--- src/rtl/gpio_cond_if.sv ---
// gpio_cond_if: gpio input bus, debounced value and change-event FIFO port; irq signals exist only with GPIO_COND_IRQ_EN.
interface gpio_cond_if #(parameter int WIDTH = 4);
  logic [WIDTH-1:0] gpio_in;
  logic [WIDTH-1:0] stable_out;
  logic             evt_valid;
  logic             evt_ready;
  logic [WIDTH-1:0] evt_data;
  logic [WIDTH-1:0] evt_mask;
  logic             evt_overflow;
  logic             ovf_clr;
`ifdef GPIO_COND_IRQ_EN
  logic [WIDTH-1:0] irq_rise_en;
  logic [WIDTH-1:0] irq_fall_en;
  logic [WIDTH-1:0] irq_clr;
  logic [WIDTH-1:0] irq_status;
  logic             irq;
  modport master (output gpio_in, evt_ready, ovf_clr, irq_rise_en, irq_fall_en, irq_clr,
                  input stable_out, evt_valid, evt_data, evt_mask, evt_overflow, irq_status, irq);
  modport slave  (input gpio_in, evt_ready, ovf_clr, irq_rise_en, irq_fall_en, irq_clr,
                  output stable_out, evt_valid, evt_data, evt_mask, evt_overflow, irq_status, irq);
`else
  modport master (output gpio_in, evt_ready, ovf_clr,
                  input stable_out, evt_valid, evt_data, evt_mask, evt_overflow);
  modport slave  (input gpio_in, evt_ready, ovf_clr,
                  output stable_out, evt_valid, evt_data, evt_mask, evt_overflow);
`endif
endinterface

--- src/rtl/gpio_input_conditioner.sv ---
// gpio_input_conditioner: synchronise and debounce a gpio bus, queue committed changes in a FIFO.
// Optional GPIO_COND_IRQ_EN adds per-bit rise/fall interrupt status.
module gpio_input_conditioner #(
  parameter int WIDTH           = 4,
  parameter int SYNC_STAGES     = 2,
  parameter int DEBOUNCE_CYCLES = 4,
  parameter int FIFO_DEPTH      = 4
) (
  input logic        clk,
  input logic        rst,
  gpio_cond_if.slave bus
);
  localparam int CW = $clog2(DEBOUNCE_CYCLES) + 1;
  localparam int AW = $clog2(FIFO_DEPTH);
  logic [WIDTH-1:0] sync_q [SYNC_STAGES];
  logic [WIDTH-1:0] sync, stable, commit_mask, stable_next;
  logic [CW-1:0]    cnt [WIDTH];
  logic [WIDTH-1:0] mem_data [FIFO_DEPTH];
  logic [WIDTH-1:0] mem_mask [FIFO_DEPTH];
  logic [AW:0]      wr_ptr, rd_ptr;
  logic [WIDTH-1:0] last_data, last_mask;
  logic             ovf, empty, full, push, pop, wr_en;
  assign sync = sync_q[SYNC_STAGES-1];
  always_ff @(posedge clk or negedge rst) begin
    if (!rst) begin
      for (int i = 0; i < SYNC_STAGES; i++) sync_q[i] <= '0;
    end else begin
      sync_q[0] <= bus.gpio_in;
      for (int i = 1; i < SYNC_STAGES; i++) sync_q[i] <= sync_q[i-1];
    end
  end
  always_comb begin
    commit_mask = '0;
    for (int b = 0; b < WIDTH; b++)
      commit_mask[b] = (sync[b] != stable[b]) && (cnt[b] == CW'(DEBOUNCE_CYCLES - 1));
    stable_next = stable ^ commit_mask;
  end
  always_ff @(posedge clk or negedge rst) begin
    if (!rst) begin
      stable <= '0;
      for (int b = 0; b < WIDTH; b++) cnt[b] <= '0;
    end else begin
      stable <= stable_next;
      for (int b = 0; b < WIDTH; b++)
        cnt[b] <= (sync[b] == stable[b] || commit_mask[b]) ? '0 : cnt[b] + 1'b1;
    end
  end
  // Extra pointer MSB separates full (MSBs differ) from empty (pointers equal).
  assign empty = (wr_ptr == rd_ptr);
  assign full  = (wr_ptr[AW] != rd_ptr[AW]) && (wr_ptr[AW-1:0] == rd_ptr[AW-1:0]);
  assign push  = |commit_mask;
  assign pop   = !empty && bus.evt_ready;
  assign wr_en = push && (!full || pop);
  always_ff @(posedge clk) begin
    if (wr_en) begin
      mem_data[wr_ptr[AW-1:0]] <= stable_next;
      mem_mask[wr_ptr[AW-1:0]] <= commit_mask;
    end
  end
  always_ff @(posedge clk or negedge rst) begin
    if (!rst) begin
      wr_ptr    <= '0;
      rd_ptr    <= '0;
      last_data <= '0;
      last_mask <= '0;
      ovf       <= 1'b0;
    end else begin
      wr_ptr <= wr_ptr + (AW+1)'(wr_en);
      rd_ptr <= rd_ptr + (AW+1)'(pop);
      if (pop) begin
        last_data <= mem_data[rd_ptr[AW-1:0]];
        last_mask <= mem_mask[rd_ptr[AW-1:0]];
      end
      ovf <= (push && full && !pop) ? 1'b1 : bus.ovf_clr ? 1'b0 : ovf;
    end
  end
  // When empty the outputs hold the last popped entry rather than stale memory.
  assign bus.stable_out   = stable;
  assign bus.evt_valid    = !empty;
  assign bus.evt_data     = empty ? last_data : mem_data[rd_ptr[AW-1:0]];
  assign bus.evt_mask     = empty ? last_mask : mem_mask[rd_ptr[AW-1:0]];
  assign bus.evt_overflow = ovf;
`ifdef GPIO_COND_IRQ_EN
  logic [WIDTH-1:0] irq_status, irq_set, irq_next;
  logic             irq_q;
  always_comb begin
    irq_set  = commit_mask & ((stable_next & bus.irq_rise_en) | (~stable_next & bus.irq_fall_en));
    irq_next = (irq_status & ~bus.irq_clr) | irq_set;
  end
  always_ff @(posedge clk or negedge rst) begin
    if (!rst) begin
      irq_status <= '0;
      irq_q      <= 1'b0;
    end else begin
      irq_status <= irq_next;
      irq_q      <= |irq_next;
    end
  end
  assign bus.irq_status = irq_status;
  assign bus.irq        = irq_q;
`endif
endmodule
--- src/flat_wrapper.sv ---
// flat-port wrapper written by rule: the top's interface ports become plain ports
module gpio_input_conditioner_flat 
#(
  parameter int WIDTH           = 4,
  parameter int SYNC_STAGES     = 2,
  parameter int DEBOUNCE_CYCLES = 4,
  parameter int FIFO_DEPTH      = 4
)
  (clk, rst, bus_gpio_in, bus_evt_ready, bus_ovf_clr, bus_stable_out, bus_evt_valid, bus_evt_data, bus_evt_mask, bus_evt_overflow);
  gpio_cond_if #(.WIDTH(WIDTH)) bus_i ();
  input logic clk;
  input logic rst;
  input wire logic [$bits(bus_i.gpio_in)-1:0] bus_gpio_in;
  input wire logic [$bits(bus_i.evt_ready)-1:0] bus_evt_ready;
  input wire logic [$bits(bus_i.ovf_clr)-1:0] bus_ovf_clr;
  output wire logic [$bits(bus_i.stable_out)-1:0] bus_stable_out;
  output wire logic [$bits(bus_i.evt_valid)-1:0] bus_evt_valid;
  output wire logic [$bits(bus_i.evt_data)-1:0] bus_evt_data;
  output wire logic [$bits(bus_i.evt_mask)-1:0] bus_evt_mask;
  output wire logic [$bits(bus_i.evt_overflow)-1:0] bus_evt_overflow;
  assign bus_i.gpio_in = bus_gpio_in;
  assign bus_i.evt_ready = bus_evt_ready;
  assign bus_i.ovf_clr = bus_ovf_clr;
  assign bus_stable_out = bus_i.stable_out;
  assign bus_evt_valid = bus_i.evt_valid;
  assign bus_evt_data = bus_i.evt_data;
  assign bus_evt_mask = bus_i.evt_mask;
  assign bus_evt_overflow = bus_i.evt_overflow;
  gpio_input_conditioner #(.WIDTH(WIDTH), .SYNC_STAGES(SYNC_STAGES), .DEBOUNCE_CYCLES(DEBOUNCE_CYCLES), .FIFO_DEPTH(FIFO_DEPTH)) u_core (.clk(clk), .rst(rst), .bus(bus_i));
endmodule
--- config.mk ---
export PLATFORM = sky130hd
export DESIGN_NAME = gpio_input_conditioner_flat
export DESIGN_NICKNAME = d
export VERILOG_FILES = /design/src/rtl/gpio_cond_if.sv /design/src/rtl/gpio_input_conditioner.sv /design/src/flat_wrapper.sv
export SDC_FILE = /design/constraint.sdc
export NUM_CORES = 1
export LEC_CHECK = 0
export BUFFER_PORTS_ARGS = -buffer_cell sky130_fd_sc_hd__buf_2
export CAP_MARGIN = 15
export CORE_MARGIN = 2
export CORE_UTILIZATION = 55
export DETAILED_ROUTE_END_ITERATION = 6
export GPL_ROUTABILITY_DRIVEN = 0
export PLACE_DENSITY_LB_ADDON = 0.2
export SYNTH_ARGS = -nofsm -noshare
export SYNTH_HDL_FRONTEND = slang
export SYNTH_SLANG_ARGS = --single-unit
--- constraint.sdc ---
create_clock -name clk -period 2.59 [get_ports clk]
set_input_delay 0.6475 -clock clk [delete_from_list [all_inputs] [get_ports clk]]
set_output_delay 0.6475 -clock clk [all_outputs]
set_load 0.03 [all_outputs]
==> metrics.md, run 1 <==
| Metric | Value |
|---|---|
| Status | finished clean |
| DR vias/cell | between 5 and 6 |
| Sink Count | between 70 and 80 |
| Setup TNS | 0 ns |
| Launch point of the worst reg-to-reg path | u_core.rd_ptr[2]$_DFF_PN0_ |
| #FFs+latches synth | between 70 and 80 |
| Largest cells by area after synthesis | dfrtp_1, edfxtp_1, mux2_2 |
| Crit path time final | between 2 and 3 ns |
| Worst VDD drop | about 0.00059 V |
| Initial antenna violation count | 0 |
| R2r setup slk | roughly 0.54 ns |
| FMAX | between 0.3 and 0.4 GHz |
| CP top delay family | multiplexers |
| Hold Crit Endpoint | u_core.sync[1]$_DFF_PN0_ |
| Pwr dens | about 1300 nW/um^2 |
| CP required | 1.94 ns |
| Final hold vios | 0 |
| Largest net degree at the start of global routing | 40 |
| DRC Markers | 0 |
| Worst-Margin Slew | between 0.8 and 0.9 ns |
| H-tree levels | 3 |
| Synth cell types | 24 |
| Startpoint types | register |
| Avg Inst Size Synth | 17.4 sq um |
| Fillers | between 300 and 400 |
| Commonest non-fill, non-tap cell in the layout | dfrtp_1 |
| CORE AREA | between 5000 and 6000 sq um |
| Worst Path Buf+Inv | 2 |
| HP Start | u_core.sync_q[5]$_DFF_PN0_ |
| Die area | between 5000 and 6000 sq um |
| WL/cell | between 15 and 20 um |
| Final Routed Wirelength | approximately 4.4 mm |
| Root Driver | clkbuf_8 |
| Worst hold path class | register to register |
| Clock skew | ~0.013 ns |
| Data arrival time of the critical path | 1.88 ns |
| Crit end category | primary output |
| CP max-delay cell | mux4_1 |
| DP HPWL | roughly 3 mm |
| Hold depth | 0 |
| WS Path Type | register to primary output |
| CTS tree | built |
| Area grow syn2layout | 13.7% |
| Antenna cell count | 0 |
| Yosys warning count | 0 |
| Mapped Cells | roughly 170 |
| Gr usage total | between 10% and 20% |
| Max-cap viol count | 0 |
| Commonest non-fill, non-tap cells in the layout | dfrtp_1, edfxtp_1, buf_2 |
| P_leak | approximately 1.4 nW |
| Cell area after synthesis | about 2900 sq um |
| Clk_lat worst skew | between 0.3 and 0.4 ns |
| Crit path max fanout | 5 |
| Worst path max stage delay | approximately 0.58 ns |
| Vias post-DR | around 1400 |
| Tcrit/Tclk final | 97.8% |
| PortBufs | 21 |
| Synth area leader | dfrtp_1 |
| Layout Nets | ~220 |
| Global-route wire length before repair | approximately 7.3 mm |
| Slew Viols, Final | 0 |
| Worst R2R Path Depth | 4 |
| Unrepaired setup endpoints after global routing | false |
| Worst R2R End | u_core.mem_mask[1][1]$_DFFE_PP_ |
| Vias in the first global route | ~1500 |
| IO Pins | 22 |
| Share of cells above drive strength 1 | 35.3% |
| DIE WIDTH | about 77 um |
| Post-CTS Hold Buffers | 0 |
| Post-synthesis net count | 186 |
| Initial Util | between 50% and 60% |
| Final setup vio count | 0 |
| TritonCTS Buffers | 9 |
| CTS Buffer Depth | 2 |
| Num rows | 26 |
| Clock-pin slew on the worst setup and hold paths | roughly 0.070 ns |
| Post-synth top area share | between 30% and 40% |
| Grt ovf | 0 |
| Post-layout util | between 60% and 70% |
| Seq/Total Area, Yosys | about two thirds |
| Starting DRT DRC Count | 38 |
| DRT Pass-1 Iters | 4 |
| CP Cell Sequence | buf_4 > mux4_1 > mux2_2 > buf_2 |
| Final ANT Viol Nets | 0 |
| Worst slew margin | 44.3% |
| Die Height | 76.5 um |
## flip-flops by register name, summed over array words and instances (netlist names)
name and flops:
u_core.mem_data 16, u_core.sync 4, u_core.bus.stable_out 4, u_core.sync_q 4
u_core.last_data 4, u_core.mem_mask 16, u_core.last_mask 4, u_core.wr_ptr 3
u_core.rd_ptr 3, u_core.cnt 12, u_core.bus.evt_overflow 1
## power breakdown
group	internal (mW)	switching, mW
Clock	0.531	0.375
Sequential	1.52	0.193
Combinational	0.701	0.935
## layout make-up
cell class	count	area [sq um]	share of cell area, %
Sequential cell	71	1940	59.0
Multi-Input combinational cell	79	877	26.7
Clock buffer	10	128	3.88
Timing Repair Buffer	24	128	3.88
Tap cell	70	87.6	2.66
Clock inverter	6	76.3	2.32
Inverter	14	52.6	1.60
## Yosys cell counts
cell type / number
nand2_4: 1
a41oi_4: 1
mux2_2: 20
ha_1: 12
dfrtp_1: 39
nand2b_1: 4
nand3_4: 1
edfxtp_1: 32
xor2_1: 6
a22o_2: 1
nand2_1: 4
mux4_2: 3
nor3b_2: 1
mux4_1: 5
and4bb_4: 1
xnor2_1: 1
and3_2: 1
inv_1: 14
nand4_1: 1
nor2_1: 12
and3b_2: 1
buf_6: 2
xnor2_2: 2
and3b_1: 1
## per-stage QoR
stage                     hold WS, ns  area, sq um  total power [mW]  setup slack, ns  std cells
after floorplan                 0.331         2890              2.97            0.531        166
after global placement          0.331         3070              3.24            0.186        256
after detailed placement        0.338         3070              3.34            0.143        256
after CTS                       0.353         3290              4.29           0.0141        274
after global routing            0.366         3290              4.49          0.00205        274
final                           0.351         3290              4.26           0.0582        274
## cell families (layout without fill, tap and decap cells)
family          Yosys count  in the layout  synth area share [%]
mux                      28             28                  14.7
buf+inv                  16             54                  2.60
compound gates            2              2                  1.30
simple gates             28             28                  6.06
fa+ha+maj                12             12                  5.19
xor+xnor                  9              9                  3.24
flops                    71             71                  67.0
## metal layers
metal | wire (um) | track usage [%] | part of all wire, %
met5 | 0 | 0 | 0
met3 | 141 | 4.62 | 3.2
met2 | 2260 | 26.8 | 51
met4 | 154 | 12.2 | 3.5
met1 | 1840 | 20.4 | 42
## worst max-delay path by stage
stage / cells past startpoint / startpoint / endpoint
after CTS: 4 / u_core.rd_ptr[1]$_DFF_PN0_ / bus_evt_data[2]
after detailed placement: 3 / u_core.rd_ptr[0]$_DFF_PN0_ / bus_evt_mask[2]
final: 4 / u_core.rd_ptr[0]$_DFF_PN0_ / bus_evt_mask[2]
after floorplan: 3 / u_core.rd_ptr[0]$_DFF_PN0_ / bus_evt_data[0]
after global placement: 3 / u_core.rd_ptr[0]$_DFF_PN0_ / bus_evt_mask[2]
after global routing: 4 / u_core.rd_ptr[0]$_DFF_PN0_ / bus_evt_mask[2]
## repair_timing
| action | in CTS | in global routing |
|---|---|---|
| endpoints found under the setup margin | 8 | 8 |
| gates resized for setup | 1 | 2 |
| buffers inserted | 2 | 0 |
Note: power is estimated with default switching activity, not from simulation.
==> run 2, diff against run 1 <==
BUFFER_PORTS_ARGS = not set   (was -buffer_cell sky130_fd_sc_hd__buf_2)
CORE_UTILIZATION = 62   (was 55)
DONT_BUFFER_PORTS = 1   (was not set)
TNS_END_PERCENT = 100   (was not set)
==> run 2 against run 1 <==
Compared with the run above:
- clock skew shrank 0.0056 ns
- non-clock buffer count shrank 18
- via count shrank 3.5%
- combinational power shrank 7%
- final cell count shrank 13%
- flip-flop and latch count is the same
- clock power grew 16%
- largest cell class unchanged
- largest power group unchanged
==> metrics.md, run 2 (same netlist as run 1, synthesis figures left out) <==
| Metric | Value |
|---|---|
| Status | finished clean |
| Gr usage total | 18.6% |
| Setup TNS | 0 ns |
| CORE AREA | roughly 4400 sq um |
| Worst slew margin | roughly 67% |
| Tcrit/Tclk final | a little over nine tenths |
| WS Path Type | register to primary output |
| DRC Markers | 0 |
| TritonCTS Buffers | 9 |
| Final setup vio count | 0 |
| Worst VDD drop | 0.000682 V |
| Sink Count | 71 |
| FMAX | 0.403 GHz |
| IO Pins | 22 |
| Crit path max fanout | 5 |
| Initial Util | about 66% |
| Final Routed Wirelength | around 4.4 mm |
| Share of cells above drive strength 1 | a little under a third |
| DR vias/cell | 5.81 |
| CTS tree | built |
| Unrepaired setup endpoints after global routing | false |
| Gate power share | between 30% and 40% |
| Net Sw Frac | between 30% and 40% |
| PortBufs | 0 |
| Vias in the first global route | roughly 1400 |
| Crit end category | primary output |
| Power Internal | 2.84 mW |
| Data arrival time of the critical path | roughly 1.8 ns |
| CTS Buffer Depth | 2 |
| Clock-pin slew on the worst setup and hold paths | 0.08 ns |
| Commonest non-fill, non-tap cells in the layout | dfrtp_1, edfxtp_1, mux2_2 |
| Final ANT Viol Nets | 0 |
| Antenna cell count | 0 |
| DIE WIDTH | 72.3 um |
| DP HPWL | between 3 and 4 mm |
| Root Driver | clkbuf_8 |
| Clock power share | about a quarter |
| Net Sw Power | roughly 1.5 mW |
| Initial antenna violation count | 0 |
| Vias post-DR | between 1000 and 1500 |
| WL/cell | around 18 um |
| CP required | roughly 1.9 ns |
| Clock skew | approximately 0.0075 ns |
| Worst hold path class | input port to async pin |
| Layout Nets | 202 |
| DRT Pass-1 Iters | 4 |
| Num rows | 24 |
| Seq pwr share | between 40% and 50% |
| H-tree levels | 3 |
| Worst-Margin Slew | a little under 0.5 ns |
| Die area | ~5200 sq um |
| Largest net degree at the start of global routing | 40 |
| P_leak | between 1 and 1.5 nW |
| Starting DRT DRC Count | 58 |
| Grt ovf | 0 |
| Fillers | between 200 and 300 |
| Area grow syn2layout | 13.6% |
| Clk_lat worst skew | 0.33 ns |
| Global-route wire length before repair | roughly 7 mm |
| Final hold vios | 0 |
| Crit path time final | between 2 and 2.5 ns |
| Slew Viols, Final | 0 |
| Place WS | between 0.2 and 0.25 ns |
| Startpoint types | register |
| Die Height | approximately 72 um |
| Pwr dens | between 1000 and 1500 nW/um^2 |
| Commonest non-fill, non-tap cell in the layout | dfrtp_1 |
| Max-cap viol count | 0 |
| PnR worst setup slack | ~0.11 ns |
[run 2: final cells by class]
cell class,instances,area (sq um),area share [%]
flip-flops and latches,71,1940,59.0
multi-input cells,80,928,28.3
clock buffers,9,124,3.77
clock inverters,7,120,3.66
well taps,52,65.1,1.98
repair buffers,6,57.6,1.75
inverters,14,52.6,1.60
[run 2: per-layer routing]
layer / up-vias / wire length (um) / track usage [%]
met4: 0 / 86 / 7.97
met1: 712 / 1760 / 22.1
li1: 635 / - / -
met3: 10 / 219 / 6.81
met5: - / 0 / 0
met2: 32 / 2320 / 30.6
[run 2: worst paths after layout]
kind / startpoint / endpoint / slack [ns] / cells past startpoint
max: u_core.rd_ptr[0]$_DFF_PN0_ / bus_evt_data[3] / 0.11 / 3
min: rst / u_core.last_mask[0]$_DFFE_PN0N_ / 0.14 / 1
max reg2reg: u_core.rd_ptr[1]$_DFF_PN0_ / u_core.mem_data[1][1]$_DFFE_PP_ / 0.51 / 4
min reg2reg: u_core.sync_q[7]$_DFF_PN0_ / u_core.sync[3]$_DFF_PN0_ / 0.35 / 0
max in group asynchronous: rst / u_core.cnt[5]$_DFF_PN0_ / 2.24 / 1
min in group clk: bus_gpio_in[3] / u_core.sync_q[7]$_DFF_PN0_ / 0.34 / 0
[run 2: per-stage QoR]
| stage | std cells | hold WS [ns] | instance area (sq um) | util (%) | power (mW) |
|---|---|---|---|---|---|
| 6_report | 239 | 0.141 | 3290 | 74.4 | 4.39 |
| 5_1_grt | 239 | 0.137 | 3290 | 74.4 | 4.63 |
| 4_1_cts | 234 | 0.142 | 3210 | 72.7 | 4.26 |
| 3_5_place_dp | 217 | 0.342 | 2940 | 66.7 | 3.18 |
| 3_3_place_gp | 217 | 0.332 | 2940 | 66.7 | 3.08 |
| 2_1_floorplan | 166 | 0.331 | 2890 | - | 2.97 |
[run 2: worst max-delay path: stages (launching register included)]
cell	delay, ns
dfrtp_2	0.40
buf_4	0.20
mux4_2	0.53
mux2_2	0.37
[run 2: power groups by stage]
| stage | clock network, mW | logic (mW) | registers [mW] |
|---|---|---|---|
| 2_1_floorplan | 0 | 1.24 | 1.73 |
| 3_3_place_gp | 0 | 1.27 | 1.82 |
| 3_5_place_dp | 0 | 1.34 | 1.84 |
| 4_1_cts | 1.07 | 1.37 | 1.82 |
| 5_1_grt | 1.12 | 1.67 | 1.84 |
| 6_report | 1.05 | 1.53 | 1.81 |
[run 2: repair_timing]
action / in CTS / in global routing
gates resized for setup: 1 / 6
endpoints found under the setup margin: 8 / 8
cloned: 0 / 1
buffers inserted: 0 / 4
pin swaps: 0 / 1
hold buffers: 1 / 0
hold endpoints to repair: 39 / 0
==> run 3, diff against run 2 <==
GPL_TIMING_DRIVEN = 0   (was not set)
==> run 3 against run 2 <==
Compared with the run above:
- sequential power down 3%
- setup slack worse by 0.047 ns
- fmax down 1.9%
- final cell count down 1.7%
- wire length down 4.0%
- final area down 2.6%
- non-clock buffer count down 3
- register-to-register slack worse by 0.23 ns
- clock power down 13%
- highest routed layer unchanged
- clock-buffer cell count up 4
- largest cell class unchanged
- first-iteration DRC count up 17%
- clock skew down 0.0018 ns
==> metrics.md, run 3 (same netlist as run 1, synthesis figures left out) <==
| Metric | Value |
|---|---|
| Status | finished clean |
| Gr usage total | between 10% and 20% |
| PortBufs | 0 |
| Final Routed Wirelength | ~4.2 mm |
| Global-route wire length before repair | around 6.9 mm |
| Clock-pin slew on the worst setup and hold paths | 0.07 ns |
| CP max-delay cell | mux4_1 |
| Final hold vios | 0 |
| Worst R2R End | u_core.mem_data[0][2]$_DFFE_PP_ |
| Starting DRT DRC Count | 68 |
| DP HPWL | just under 3 mm |
| Initial antenna violation count | 0 |
| Grt ovf | 0 |
| Pwr dens | 1290 nW/um^2 |
| Unrepaired setup endpoints after global routing | false |
| Fillers | between 200 and 300 |
| Layout Nets | 198 |
| Initial Util | roughly 66% |
| Worst path max stage delay | just over 0.6 ns |
| Data arrival time of the critical path | around 1.9 ns |
| CORE AREA | between 4000 and 5000 sq um |
| Max-cap viol count | 0 |
| Multi-input gate area | approximately 900 sq um |
| Launch point of the worst reg-to-reg path | u_core.bus.stable_out[1]$_DFF_PN0_ |
| H-tree levels | 3 |
| Vias in the first global route | 1452 |
| Crit end category | primary output |
| Final setup vio count | 0 |
| R2r setup slk | about 0.28 ns |
| DRT Pass-1 Iters | 4 |
| Antenna cell count | 0 |
| Register Area | roughly 1900 sq um |
| CP required | approximately 1.9 ns |
| Largest net degree at the start of global routing | 40 |
| Final ANT Viol Nets | 0 |
| DIE WIDTH | roughly 72 um |
| Setup TNS | 0 ns |
| CTS tree | built |
| TritonCTS Buffers | 9 |
| Fin area | 3200 sq um |
| DRC Markers | 0 |
| Vias post-DR | between 1000 and 1500 |
| Worst slew margin | between 40% and 50% |
| Worst R2R Path Depth | 4 |
| CP Cell Sequence | buf_6 > mux4_1 > mux2_2 |
| Tcrit/Tclk final | 97.7% |
| IO Pins | 22 |
| Root Driver | clkbuf_8 |
| WL/cell | roughly 18 um |
| Area post-placement | slightly below 3000 sq um |
| FMAX | between 0.3 and 0.4 GHz |
| Worst VDD drop | 0.000651 V |
| Die area | approximately 5200 sq um |
| Share of cells above drive strength 1 | around 28% |
| DR vias/cell | 5.69 |
| Worst hold path class | input port to async pin |
| Die Height | roughly 72 um |
| Worst-Margin Slew | approximately 0.75 ns |
| Clock skew | 0.00575 ns |
| Startpoint types | register |
| Commonest non-fill, non-tap cell in the layout | dfrtp_1 |
| Crit path time final | about 2.5 ns |
| Area grow syn2layout | 10.7% |
| Sink Count | about 70 |
| WS Path Type | register to primary output |
| Commonest non-fill, non-tap cells in the layout | dfrtp_1, edfxtp_1, mux2_2 |
| Slew Viols, Final | 0 |
| Crit path max fanout | 9 |
| Clk_lat worst skew | 0.34 ns |
| Num rows | 24 |
| WHS | 0.135 ns |
| P_leak | 1.37 nW |
| CTS Buffer Depth | 2 |
==> run 3: cell types whose count changed in the layout (fill, tap and decap cells not counted), moves of 2 or more <==
cell / delta
clkbuf_8: +2
xnor2_4: -2
buf_6: +2
clkbuf_16: +2
bufinv_16: -3
buf_4: -5
==> run 3: final cells by class <==
type                            count  area share, %
Tap cell                           52           2.03
Buffer                              2          0.703
Clock inverter                      3          0.586
Clock buffer                       13           6.29
Sequential cell                    71           60.5
Inverter                           14           1.64
Multi-Input combinational cell     79           27.6
Timing Repair Buffer                1          0.625
==> run 3: stage by stage <==
| step | setup WS, ns | util (%) | power [mW] | std cells |
|---|---|---|---|---|
| finish | 0.0604 | 72.5 | 4.13 | 235 |
| global route | 0.00323 | 72.5 | 4.35 | 235 |
| CTS | 0.0290 | 72.4 | 4.17 | 235 |
| detailed placement | 0.281 | 67.0 | 3.24 | 218 |
| global placement | 0.353 | 67.0 | 3.13 | 218 |
| floorplan | 0.531 | - | 2.97 | 166 |
==> run 3: where the power goes <==
group | switching, mW | internal (mW) | total, mW
combinational | 0.855 | 0.613 | 1.47
clock | 0.398 | 0.515 | 0.913
sequential | 0.234 | 1.52 | 1.75
==> run 3: worst max path at each step <==
stage                                                   from  slack (ns)                              end  depth (start not counted)
after global routing              u_core.rd_ptr[0]$_DFF_PN0_       0.003                  bus_evt_data[1]                          3
after CTS                         u_core.rd_ptr[0]$_DFF_PN0_        0.03                  bus_evt_data[0]                          3
after floorplan                   u_core.rd_ptr[0]$_DFF_PN0_        0.53                  bus_evt_data[0]                          3
final                             u_core.rd_ptr[0]$_DFF_PN0_        0.06                  bus_evt_data[1]                          3
after detailed placement  u_core.bus.stable_out[1]$_DFF_PN0_        0.28  u_core.mem_data[0][2]$_DFFE_PP_                          4
after global placement    u_core.bus.stable_out[1]$_DFF_PN0_        0.35  u_core.mem_data[0][2]$_DFFE_PP_                          4
==> run 3: repair_timing <==
action                                 in CTS  in global routing
hold buffers                                1                  0
setup endpoints to repair                   0                  1
buffers inserted                            0                  0
gates resized for setup                     0                  1
endpoints found under the hold margin      39                  0
==> run 3: layer usage <==
metal / up-vias / routed length (um) / global-route usage (%)
met5: - / 0 / 0
met4: 0 / 77 / 11.9
met3: 7 / 180 / 5.69
met2: 26 / 2210 / 31.8
met1: 687 / 1740 / 21.1
li1: 618 / - / -
==> run 3: critical path, delay by kind of cell (launching register included) <==
kind     cells  cell delay (ns)
mux          2             1.00
flops        1             0.37
buf+inv      1             0.18
